### src/rtl/alu_gamma_pkg.sv
// rtl/alu_gamma_pkg.sv - opcodes, FSM state type and constants shared by alu_gamma and alu_gamma_muldiv
package alu_gamma_pkg;

    // Single-cycle opcodes of the slave ALU.
    localparam logic [5:0] ALU_ADD   = 6'h00;
    localparam logic [5:0] ALU_ADDU  = 6'h01;
    localparam logic [5:0] ALU_SUB   = 6'h02;
    localparam logic [5:0] ALU_SUBU  = 6'h03;
    localparam logic [5:0] ALU_SLT   = 6'h04;
    localparam logic [5:0] ALU_SLTU  = 6'h05;
    localparam logic [5:0] ALU_AND   = 6'h06;
    localparam logic [5:0] ALU_OR    = 6'h07;
    localparam logic [5:0] ALU_XOR   = 6'h08;
    localparam logic [5:0] ALU_NOR   = 6'h09;
    localparam logic [5:0] ALU_LUI   = 6'h0A;
    localparam logic [5:0] ALU_SLL   = 6'h0B;
    localparam logic [5:0] ALU_SRL   = 6'h0C;
    localparam logic [5:0] ALU_SRA   = 6'h0D;
    localparam logic [5:0] ALU_OUTA  = 6'h0E;
    localparam logic [5:0] ALU_OUTB  = 6'h0F;

    // Iterative HI/LO opcodes and the optional count-leading ops, placed above the existing codes.
    localparam logic [5:0] ALU_MULT  = 6'h10;
    localparam logic [5:0] ALU_MULTU = 6'h11;
    localparam logic [5:0] ALU_DIV   = 6'h12;
    localparam logic [5:0] ALU_DIVU  = 6'h13;
    localparam logic [5:0] ALU_CLZ   = 6'h14;
    localparam logic [5:0] ALU_CLO   = 6'h15;

    // Every bit of LO is set to this value on divide by zero.
    localparam logic DIVZ_LO_FILL = 1'b1;

    typedef enum logic [1:0] {
        ST_IDLE    = 2'd0,
        ST_MUL     = 2'd1,
        ST_DIV     = 2'd2,
        ST_DIV_FIX = 2'd3
    } state_t;

    function automatic logic is_mul_op(input logic [5:0] op);
        return (op == ALU_MULT) || (op == ALU_MULTU);
    endfunction

    function automatic logic is_div_op(input logic [5:0] op);
        return (op == ALU_DIV) || (op == ALU_DIVU);
    endfunction

endpackage

### src/rtl/alu_gamma_muldiv.sv
// rtl/alu_gamma_muldiv.sv - iterative shift-add multiplier and restoring divider producing HI/LO
module alu_gamma_muldiv
    import alu_gamma_pkg::*;
#(
    parameter int WIDTH = 32
) (
    input  logic             clk,
    input  logic             rst,
    input  logic             i_flush,
    input  logic             i_start,
    input  logic [5:0]       i_op,
    input  logic [WIDTH-1:0] i_a,
    input  logic [WIDTH-1:0] i_b,
    output logic             o_idle,
    output logic             o_done,
    output logic [WIDTH-1:0] o_hi,
    output logic [WIDTH-1:0] o_lo
);

    localparam int CNT_W = $clog2(WIDTH);

    state_t             r_state;
    state_t             w_state_next;
    logic [CNT_W-1:0]   r_cnt;

    logic [2*WIDTH-1:0] r_prod;
    logic [WIDTH-1:0]   r_mcand;
    logic [WIDTH-1:0]   r_rem;
    logic [WIDTH-1:0]   r_quo;
    logic [WIDTH-1:0]   r_dvs;
    logic               r_neg_q;
    logic               r_neg_r;

    logic               w_signed;
    logic [WIDTH-1:0]   w_abs_a;
    logic [WIDTH-1:0]   w_abs_b;
    logic [WIDTH:0]     w_mul_sum;
    logic [2*WIDTH-1:0] w_prod_next;
    logic [2*WIDTH-1:0] w_prod_fixed;
    logic [WIDTH:0]     w_trial;
    logic [WIDTH-1:0]   w_quo_fixed;
    logic [WIDTH-1:0]   w_rem_fixed;

    // Signed ops work on magnitudes; the sign is reapplied at the end.
    assign w_signed = (i_op == ALU_MULT) || (i_op == ALU_DIV);
    assign w_abs_a  = (w_signed && i_a[WIDTH-1]) ? -i_a : i_a;
    assign w_abs_b  = (w_signed && i_b[WIDTH-1]) ? -i_b : i_b;

    // One radix-2 step: add multiplicand into the upper half when the low multiplier bit is set, then shift right.
    assign w_mul_sum    = {1'b0, r_prod[2*WIDTH-1:WIDTH]} + (r_prod[0] ? {1'b0, r_mcand} : '0);
    assign w_prod_next  = {w_mul_sum, r_prod[WIDTH-1:1]};
    assign w_prod_fixed = r_neg_q ? -w_prod_next : w_prod_next;

    // Restoring step: trial-subtract divisor from the partial remainder with the next dividend bit shifted in.
    assign w_trial     = {r_rem, r_quo[WIDTH-1]} - {1'b0, r_dvs};
    assign w_quo_fixed = r_neg_q ? -r_quo : r_quo;
    assign w_rem_fixed = r_neg_r ? -r_rem : r_rem;

    assign o_idle = (r_state == ST_IDLE);

    // State register; flush drops any in-flight operation.
    always_ff @(posedge clk) begin
        if (rst) begin
            r_state <= ST_IDLE;
        end else if (i_flush) begin
            r_state <= ST_IDLE;
        end else begin
            r_state <= w_state_next;
        end
    end

    // Next state and completion outputs.
    always_comb begin
        w_state_next = r_state;
        o_done       = 1'b0;
        o_hi         = '0;
        o_lo         = '0;
        case (r_state)
            ST_IDLE: begin
                if (i_start) begin
                    w_state_next = is_mul_op(i_op) ? ST_MUL : ST_DIV;
                end
            end
            ST_MUL: begin
                if (r_cnt == '0) begin
                    w_state_next = ST_IDLE;
                    o_done       = ~i_flush;
                    o_hi         = w_prod_fixed[2*WIDTH-1:WIDTH];
                    o_lo         = w_prod_fixed[WIDTH-1:0];
                end
            end
            ST_DIV: begin
                if (r_cnt == '0) begin
                    w_state_next = ST_DIV_FIX;
                end
            end
            ST_DIV_FIX: begin
                w_state_next = ST_IDLE;
                o_done       = ~i_flush;
                o_hi         = w_rem_fixed;
                o_lo         = w_quo_fixed;
            end
            default: w_state_next = ST_IDLE;
        endcase
    end

    // Iteration counter: preloaded while idle, counts WIDTH-1 down to 0 while iterating.
    always_ff @(posedge clk) begin
        if (rst) begin
            r_cnt <= '0;
        end else if (r_state == ST_IDLE) begin
            r_cnt <= CNT_W'(WIDTH - 1);
        end else if (r_cnt != '0) begin
            r_cnt <= r_cnt - 1'b1;
        end
    end

    // Operand latch on start, then one multiply or divide step per cycle.
    always_ff @(posedge clk) begin
        if (rst) begin
            r_prod  <= '0;
            r_mcand <= '0;
            r_rem   <= '0;
            r_quo   <= '0;
            r_dvs   <= '0;
            r_neg_q <= 1'b0;
            r_neg_r <= 1'b0;
        end else if ((r_state == ST_IDLE) && i_start) begin
            r_prod  <= {{WIDTH{1'b0}}, w_abs_b};
            r_mcand <= w_abs_a;
            r_rem   <= '0;
            r_quo   <= w_abs_a;
            r_dvs   <= w_abs_b;
            r_neg_q <= w_signed && (i_a[WIDTH-1] ^ i_b[WIDTH-1]);
            r_neg_r <= w_signed && i_a[WIDTH-1];
        end else if (r_state == ST_MUL) begin
            r_prod <= w_prod_next;
        end else if (r_state == ST_DIV) begin
            if (!w_trial[WIDTH]) begin
                r_rem <= w_trial[WIDTH-1:0];
                r_quo <= {r_quo[WIDTH-2:0], 1'b1};
            end else begin
                r_rem <= {r_rem[WIDTH-2:0], r_quo[WIDTH-1]};
                r_quo <= {r_quo[WIDTH-2:0], 1'b0};
            end
        end
    end

endmodule

### src/rtl/alu_gamma.sv
// rtl/alu_gamma.sv - EX-stage slave ALU with registered outputs, handshake and HI/LO mul/div (option macro ALU_GAMMA_CLZ_EN)
module alu_gamma
    import alu_gamma_pkg::*;
#(
    parameter int WIDTH   = 32,
    parameter int SHAMT_W = $clog2(WIDTH)
) (
    input  logic             clk,
    input  logic             rst,
    input  logic             in_valid,
    output logic             in_ready,
    input  logic [5:0]       alu_op,
    input  logic [WIDTH-1:0] src_a,
    input  logic [WIDTH-1:0] src_b,
    input  logic             flush,
    output logic             out_valid,
    output logic [WIDTH-1:0] result,
    output logic [WIDTH-1:0] hi,
    output logic [WIDTH-1:0] lo,
    output logic             hilo_we,
    output logic             exp_overflow
);

    localparam int MSB = WIDTH - 1;

    logic               r_out_valid;
    logic [WIDTH-1:0]   r_result;
    logic [WIDTH-1:0]   r_hi;
    logic [WIDTH-1:0]   r_lo;
    logic               r_hilo_we;
    logic               r_ovf;

    logic               w_idle;
    logic               w_accept;
    logic               w_div_zero;
    logic               w_md_start;
    logic               w_md_done;
    logic [WIDTH-1:0]   w_md_hi;
    logic [WIDTH-1:0]   w_md_lo;
    logic [SHAMT_W-1:0] w_shamt;
    logic [WIDTH-1:0]   w_sum;
    logic [WIDTH-1:0]   w_diff;
    logic [WIDTH-1:0]   w_result;
    logic               w_ovf;

    assign in_ready   = w_idle;
    assign w_accept   = in_valid && w_idle && !flush;
    assign w_div_zero = is_div_op(alu_op) && (src_b == '0);
    assign w_md_start = w_accept && (is_mul_op(alu_op) || (is_div_op(alu_op) && !w_div_zero));

    assign w_shamt = src_a[SHAMT_W-1:0];
    assign w_sum   = src_a + src_b;
    assign w_diff  = src_a - src_b;

`ifdef ALU_GAMMA_CLZ_EN
    localparam int CW = $clog2(WIDTH) + 1;
    logic [CW-1:0] w_clz;
    logic [CW-1:0] w_clo;

    // Priority encoders: the most significant set (or clear) bit wins, WIDTH when none is found.
    always_comb begin
        w_clz = CW'(WIDTH);
        w_clo = CW'(WIDTH);
        for (int i = 0; i < WIDTH; i++) begin
            if (src_a[i]) begin
                w_clz = CW'(WIDTH - 1 - i);
            end
            if (!src_a[i]) begin
                w_clo = CW'(WIDTH - 1 - i);
            end
        end
    end
`endif

    // Single-cycle result and signed-overflow detection.
    always_comb begin
        w_result = '0;
        w_ovf    = 1'b0;
        case (alu_op)
            ALU_ADD: begin
                w_result = w_sum;
                w_ovf    = (src_a[MSB] == src_b[MSB]) && (w_sum[MSB] != src_a[MSB]);
            end
            ALU_ADDU: w_result = w_sum;
            ALU_SUB: begin
                w_result = w_diff;
                w_ovf    = (src_a[MSB] != src_b[MSB]) && (w_diff[MSB] != src_a[MSB]);
            end
            ALU_SUBU: w_result = w_diff;
            ALU_SLT:  w_result = {{(WIDTH-1){1'b0}}, ($signed(src_a) < $signed(src_b))};
            ALU_SLTU: w_result = {{(WIDTH-1){1'b0}}, (src_a < src_b)};
            ALU_AND:  w_result = src_a & src_b;
            ALU_OR:   w_result = src_a | src_b;
            ALU_XOR:  w_result = src_a ^ src_b;
            ALU_NOR:  w_result = ~(src_a | src_b);
            ALU_LUI:  w_result = {src_b[WIDTH/2-1:0], {(WIDTH/2){1'b0}}};
            ALU_SLL:  w_result = src_b << w_shamt;
            ALU_SRL:  w_result = src_b >> w_shamt;
            ALU_SRA:  w_result = $unsigned($signed(src_b) >>> w_shamt);
            ALU_OUTA: w_result = src_a;
            ALU_OUTB: w_result = src_b;
`ifdef ALU_GAMMA_CLZ_EN
            ALU_CLZ:  w_result = WIDTH'(w_clz);
            ALU_CLO:  w_result = WIDTH'(w_clo);
`endif
            default:  w_result = '0;
        endcase
    end

    alu_gamma_muldiv #(
        .WIDTH (WIDTH)
    ) u_muldiv (
        .clk     (clk),
        .rst     (rst),
        .i_flush (flush),
        .i_start (w_md_start),
        .i_op    (alu_op),
        .i_a     (src_a),
        .i_b     (src_b),
        .o_idle  (w_idle),
        .o_done  (w_md_done),
        .o_hi    (w_md_hi),
        .o_lo    (w_md_lo)
    );

    // Output stage: reset clears everything, flush squashes the pulse, otherwise register whichever result is ready.
    always_ff @(posedge clk) begin
        if (rst) begin
            r_out_valid <= 1'b0;
            r_result    <= '0;
            r_hi        <= '0;
            r_lo        <= '0;
            r_hilo_we   <= 1'b0;
            r_ovf       <= 1'b0;
        end else if (flush) begin
            r_out_valid <= 1'b0;
            r_hilo_we   <= 1'b0;
            r_ovf       <= 1'b0;
        end else if (w_md_done) begin
            r_out_valid <= 1'b1;
            r_result    <= '0;
            r_hi        <= w_md_hi;
            r_lo        <= w_md_lo;
            r_hilo_we   <= 1'b1;
            r_ovf       <= 1'b0;
        end else if (w_accept && !w_md_start) begin
            r_out_valid <= 1'b1;
            r_result    <= w_result;
            r_hilo_we   <= w_div_zero;
            r_ovf       <= w_ovf;
            if (w_div_zero) begin
                r_hi <= src_a;
                r_lo <= {WIDTH{DIVZ_LO_FILL}};
            end
        end else begin
            r_out_valid <= 1'b0;
            r_hilo_we   <= 1'b0;
            r_ovf       <= 1'b0;
        end
    end

    assign out_valid    = r_out_valid;
    assign result       = r_result;
    assign hi           = r_hi;
    assign lo           = r_lo;
    assign hilo_we      = r_hilo_we;
    assign exp_overflow = r_ovf;

endmodule
### config.mk
export PLATFORM = sky130hd
export DESIGN_NAME = alu_gamma
export DESIGN_NICKNAME = d
export VERILOG_FILES = /design/src/rtl/alu_gamma_pkg.sv /design/src/rtl/alu_gamma_muldiv.sv /design/src/rtl/alu_gamma.sv
export SDC_FILE = /design/constraint.sdc
export NUM_CORES = 2
export LEC_CHECK = 0
export ABC_AREA = 1
export CAP_MARGIN = 20
export CORE_AREA = 2 2 324 326
export DETAILED_ROUTE_END_ITERATION = 8
export DIE_AREA = 0 0 326 328
export GPL_ROUTABILITY_DRIVEN = 0
export PLACE_DENSITY = 0.56
export SLEW_MARGIN = 5
export SYNTH_ARGS = -nofsm -noshare
export SYNTH_HDL_FRONTEND = slang
export SYNTH_SLANG_ARGS = --single-unit
### constraint.sdc
create_clock -name clk -period 4.7 [get_ports clk]
set_input_delay 0.94 -clock clk [delete_from_list [all_inputs] [get_ports clk]]
set_output_delay 0.94 -clock clk [all_outputs]
set_load 0.1 [all_outputs]
==> impl_metrics.yaml <==
outcome:
  outcome: "complete, but fails checks"
  violations: "design-rule violations"
setup_path:
  reg2reg_slack_ns: 0.72
  cp-start-kind: "input port"
  crit_fanout: 9
  cp-end-kind: "flip-flop"
  required_ns: 5.13
  crit_type: "in -> reg"
  worst_ep_arrival_time_ns: 4.47
timing:
  finalSetupTns_ns: 0
  timing.slew.headroom_pct: 28.3
  tightest_slew_ns: 1.07
  setup_viol: 0
  slew_violations: 0
  min_period_ns: 4.04
  fin_worst_skew_ns: 0.0426
  rsz0062_at_grt: "false"
  finalHoldViolCount: 0
  fmax_ghz: 0.247
  fin_crit_sh_pct: 86.0
route:
  met1Wirelength_mm: 62.6
  wl_met3_mm: 19.3
  wirelength_mm: 156
  num_vias: 38421
  antenna_left: 0
  wl_met2_mm: 62.4
  via_per_inst: 5.62
  dr.pass1.iters: 9
  wl_per_cell_um: 22.8
  top_layer: "met5"
  drt_iter0_drc: 5335
  drc_errors: 10
cells_and_area:
  drive_gt1_share_pct: 8.01
  utilization_pct: 34.9
  num-nets-final: 5671
  layout_common_cells: "nand2_1 (1412), inv_1 (635), o21ai_0 (444)"
  layout_commonest_cell: "nand2_1"
  syn2layout_area_growth_pct: 16.7
  fillers: 11471
logic_synthesis:
  ys_async_sr_fraction_pct: 0
  syn_nets: 5526
  synth_edf_count: 0
  yosysTopAreaCell: "dfxtp_1"
  netlist_area_um2: 30900
  syn_area_per_cell_um2: 5.84
  ys_ff_latch: 300
  synth_top_area_share_pct: 19.5
  synth-main-ff-cell: "dfxtp_1"
  yosysSeqAreaShare_pct: 19.5
  ys_types: 71
  ys_top_cells_by_area: "dfxtp_1 (19%), nand2_1 (17%), inv_1 (7.7%)"
  netlist_instances: 5281
  yosysWarnings: 0
pwr:
  pwr-share-seq_pct: 33.5
  ir_drop_uv: 244
  power_per_cell_area_nw_per_um2: 214
  pwr-share-clk_pct: 41.7
  total_leakage_power_nw: 16.8
  switching_share_pct: 34.7
  p_int_mw: 5.03
  p_comb_share_pct: 24.8
  netSwitchingPower_mw: 2.67
grt:
  grt_pass1_wl_mm: 226
  gr-total-overflow: 0
  grt_pass1_vias: 35257
  antenna_found_initial: 6
  grt_max_degree: 87
  grt_usage_pct: 28.0
place:
  io_buffers: 173
  dp_hpwl_mm: 125
clock_tree:
  cts_sinks: 300
  cts.clk_slew.worst_paths_ns: 0.06
  cts_setup_buffers: 0
  cts_tree: "built"
  ctsResizeCount: 0
  htreeDepth: 2
  clockBufferDepth: 3
  cts-root-buf: "clkbuf_16"
  cts_buffers: 40
  cts_hold_buf: 0
  worstSkewPairLatency_ns: 0.60
floorplan:
  die_area_um2: 107000
  fp-row-count: 118
  dieHeight_um: 328
  pin_count: 174
  core_um2: 103000
  start_util_pct: 29.9
  fp.dieW_um: 326
min_path:
  hold_class: "reg -> reg"
run:
  maxCapViolations: 0
[critical path: stages]
cell and delay (ns):
clkdlybuf4s50_1 0.80, inv_1 0.31, ha_1 0.58, nand2_1 0.17
nor4_1 0.45, nand4_1 0.19, nand3_1 0.32, nand3_1 0.14
o211ai_1 0.16, a21oi_1 0.09, o21ai_0 0.08, nand3_1 0.09
nand2_1 0.07, a21oi_1 0.05
[registers in the layout, summed over array words and instances, names as in the netlist, 32 cells and up]
| name | count |
|---|---|
| u_muldiv.r_prod | 64 |
| hi | 32 |
| lo | 32 |
| result | 32 |
| u_muldiv.r_dvs | 32 |
| u_muldiv.r_mcand | 32 |
| u_muldiv.r_quo | 32 |
| u_muldiv.r_rem | 32 |
[through the flow]
| stage | hold WS, ns | cell area [um2] | setup slack [ns] | total power, mW | instances |
|---|---|---|---|---|---|
| after floorplan | 0.419 | 30900 | 1.12 | 3.72 | 5281 |
| after global placement | 0.430 | 34600 | 0.209 | 4.44 | 6763 |
| after detailed placement | 0.434 | 34600 | 0.280 | 4.44 | 6763 |
| after CTS | 0.450 | 36000 | 0.787 | 7.65 | 6833 |
| after global routing | 0.461 | 36000 | 0.442 | 7.96 | 6834 |
| final | 0.450 | 36000 | 0.657 | 7.70 | 6836 |
[final cells by class]
| type | count | area (um2) | area share, % |
|---|---|---|---|
| inverters | 678 | 2550 | 7.07 |
| clock buffers | 53 | 1120 | 3.11 |
| clock inverters | 17 | 235 | 0.653 |
| diodes | 2 | 5.00 | 0.0139 |
| flip-flops and latches | 300 | 6010 | 16.7 |
| well taps | 1380 | 1730 | 4.80 |
| multi-input cells | 4066 | 21300 | 59.2 |
| repair buffers | 340 | 3040 | 8.44 |
[power groups by stage]
stage          clock network, mW  registers, mW  logic, mW
3_3_place_gp                   0           2.63       1.81
2_1_floorplan                  0           2.64       1.08
6_report                    3.21           2.58       1.91
4_1_cts                     3.27           2.58       1.81
3_5_place_dp                   0           2.63       1.80
5_1_grt                     3.36           2.58       2.02
[synth_stat cells, types with 17 or more instances]
| cell | instances |
|---|---|
| a21oi_1 | 437 |
| a211oi_1 | 17 |
| clkbuf_1 | 159 |
| or2_2 | 27 |
| ha_1 | 167 |
| xor2_1 | 73 |
| a31oi_1 | 50 |
| nand2_1 | 1413 |
| nand4_1 | 60 |
| nor3_1 | 74 |
| o21bai_1 | 18 |
| inv_2 | 28 |
| o21ai_0 | 444 |
| nor2_2 | 35 |
| xnor2_1 | 19 |
| nand2_2 | 52 |
| o221ai_1 | 28 |
| o211ai_1 | 77 |
| buf_2 | 52 |
| dfxtp_1 | 300 |
| nor4_1 | 24 |
| nor2_1 | 410 |
| nand3_1 | 325 |
| a21o_1 | 25 |
| o21ai_1 | 28 |
| inv_1 | 636 |
| a221oi_1 | 17 |
| o22ai_1 | 73 |
[kinds of logic (layout without fill, tap and decap cells)]
group | Yosys count | in the layout | share of synthesized area, %
adders and majority gates | 171 | 171 | 7.03
buffers and inverters | 915 | 1088 | 11.6
and+or+nand+nor | 2484 | 2484 | 34.5
xor gates and xnor gates | 93 | 93 | 2.66
DFF | 300 | 300 | 19.5
AOI/OAI and AO/OA | 1302 | 1302 | 24.2
other | 0 | 2 | 0
muxes | 16 | 16 | 0.519
[routing by layer]
layer  vias up  track usage [%]
li1      17857                -
met1     17587             36.1
met2      2421             40.6
met3       552             8.35
met4         4             17.4
met5         -                0
[final timing paths]
kind	depth (start not counted)	end	from
max	14	result[28]$_SDFFE_PP0P_	src_b[18]
min	2	u_muldiv.r_mcand[4]$_SDFFE_PP0P_	u_muldiv.r_mcand[4]$_SDFFE_PP0P_
max reg2reg	18	hi[5]$_SDFFE_PP0P_	u_muldiv.r_prod[0]$_SDFFE_PP0P_
min reg2reg	2	u_muldiv.r_mcand[4]$_SDFFE_PP0P_	u_muldiv.r_mcand[4]$_SDFFE_PP0P_
Note: power is estimated with default switching activity, not from simulation.
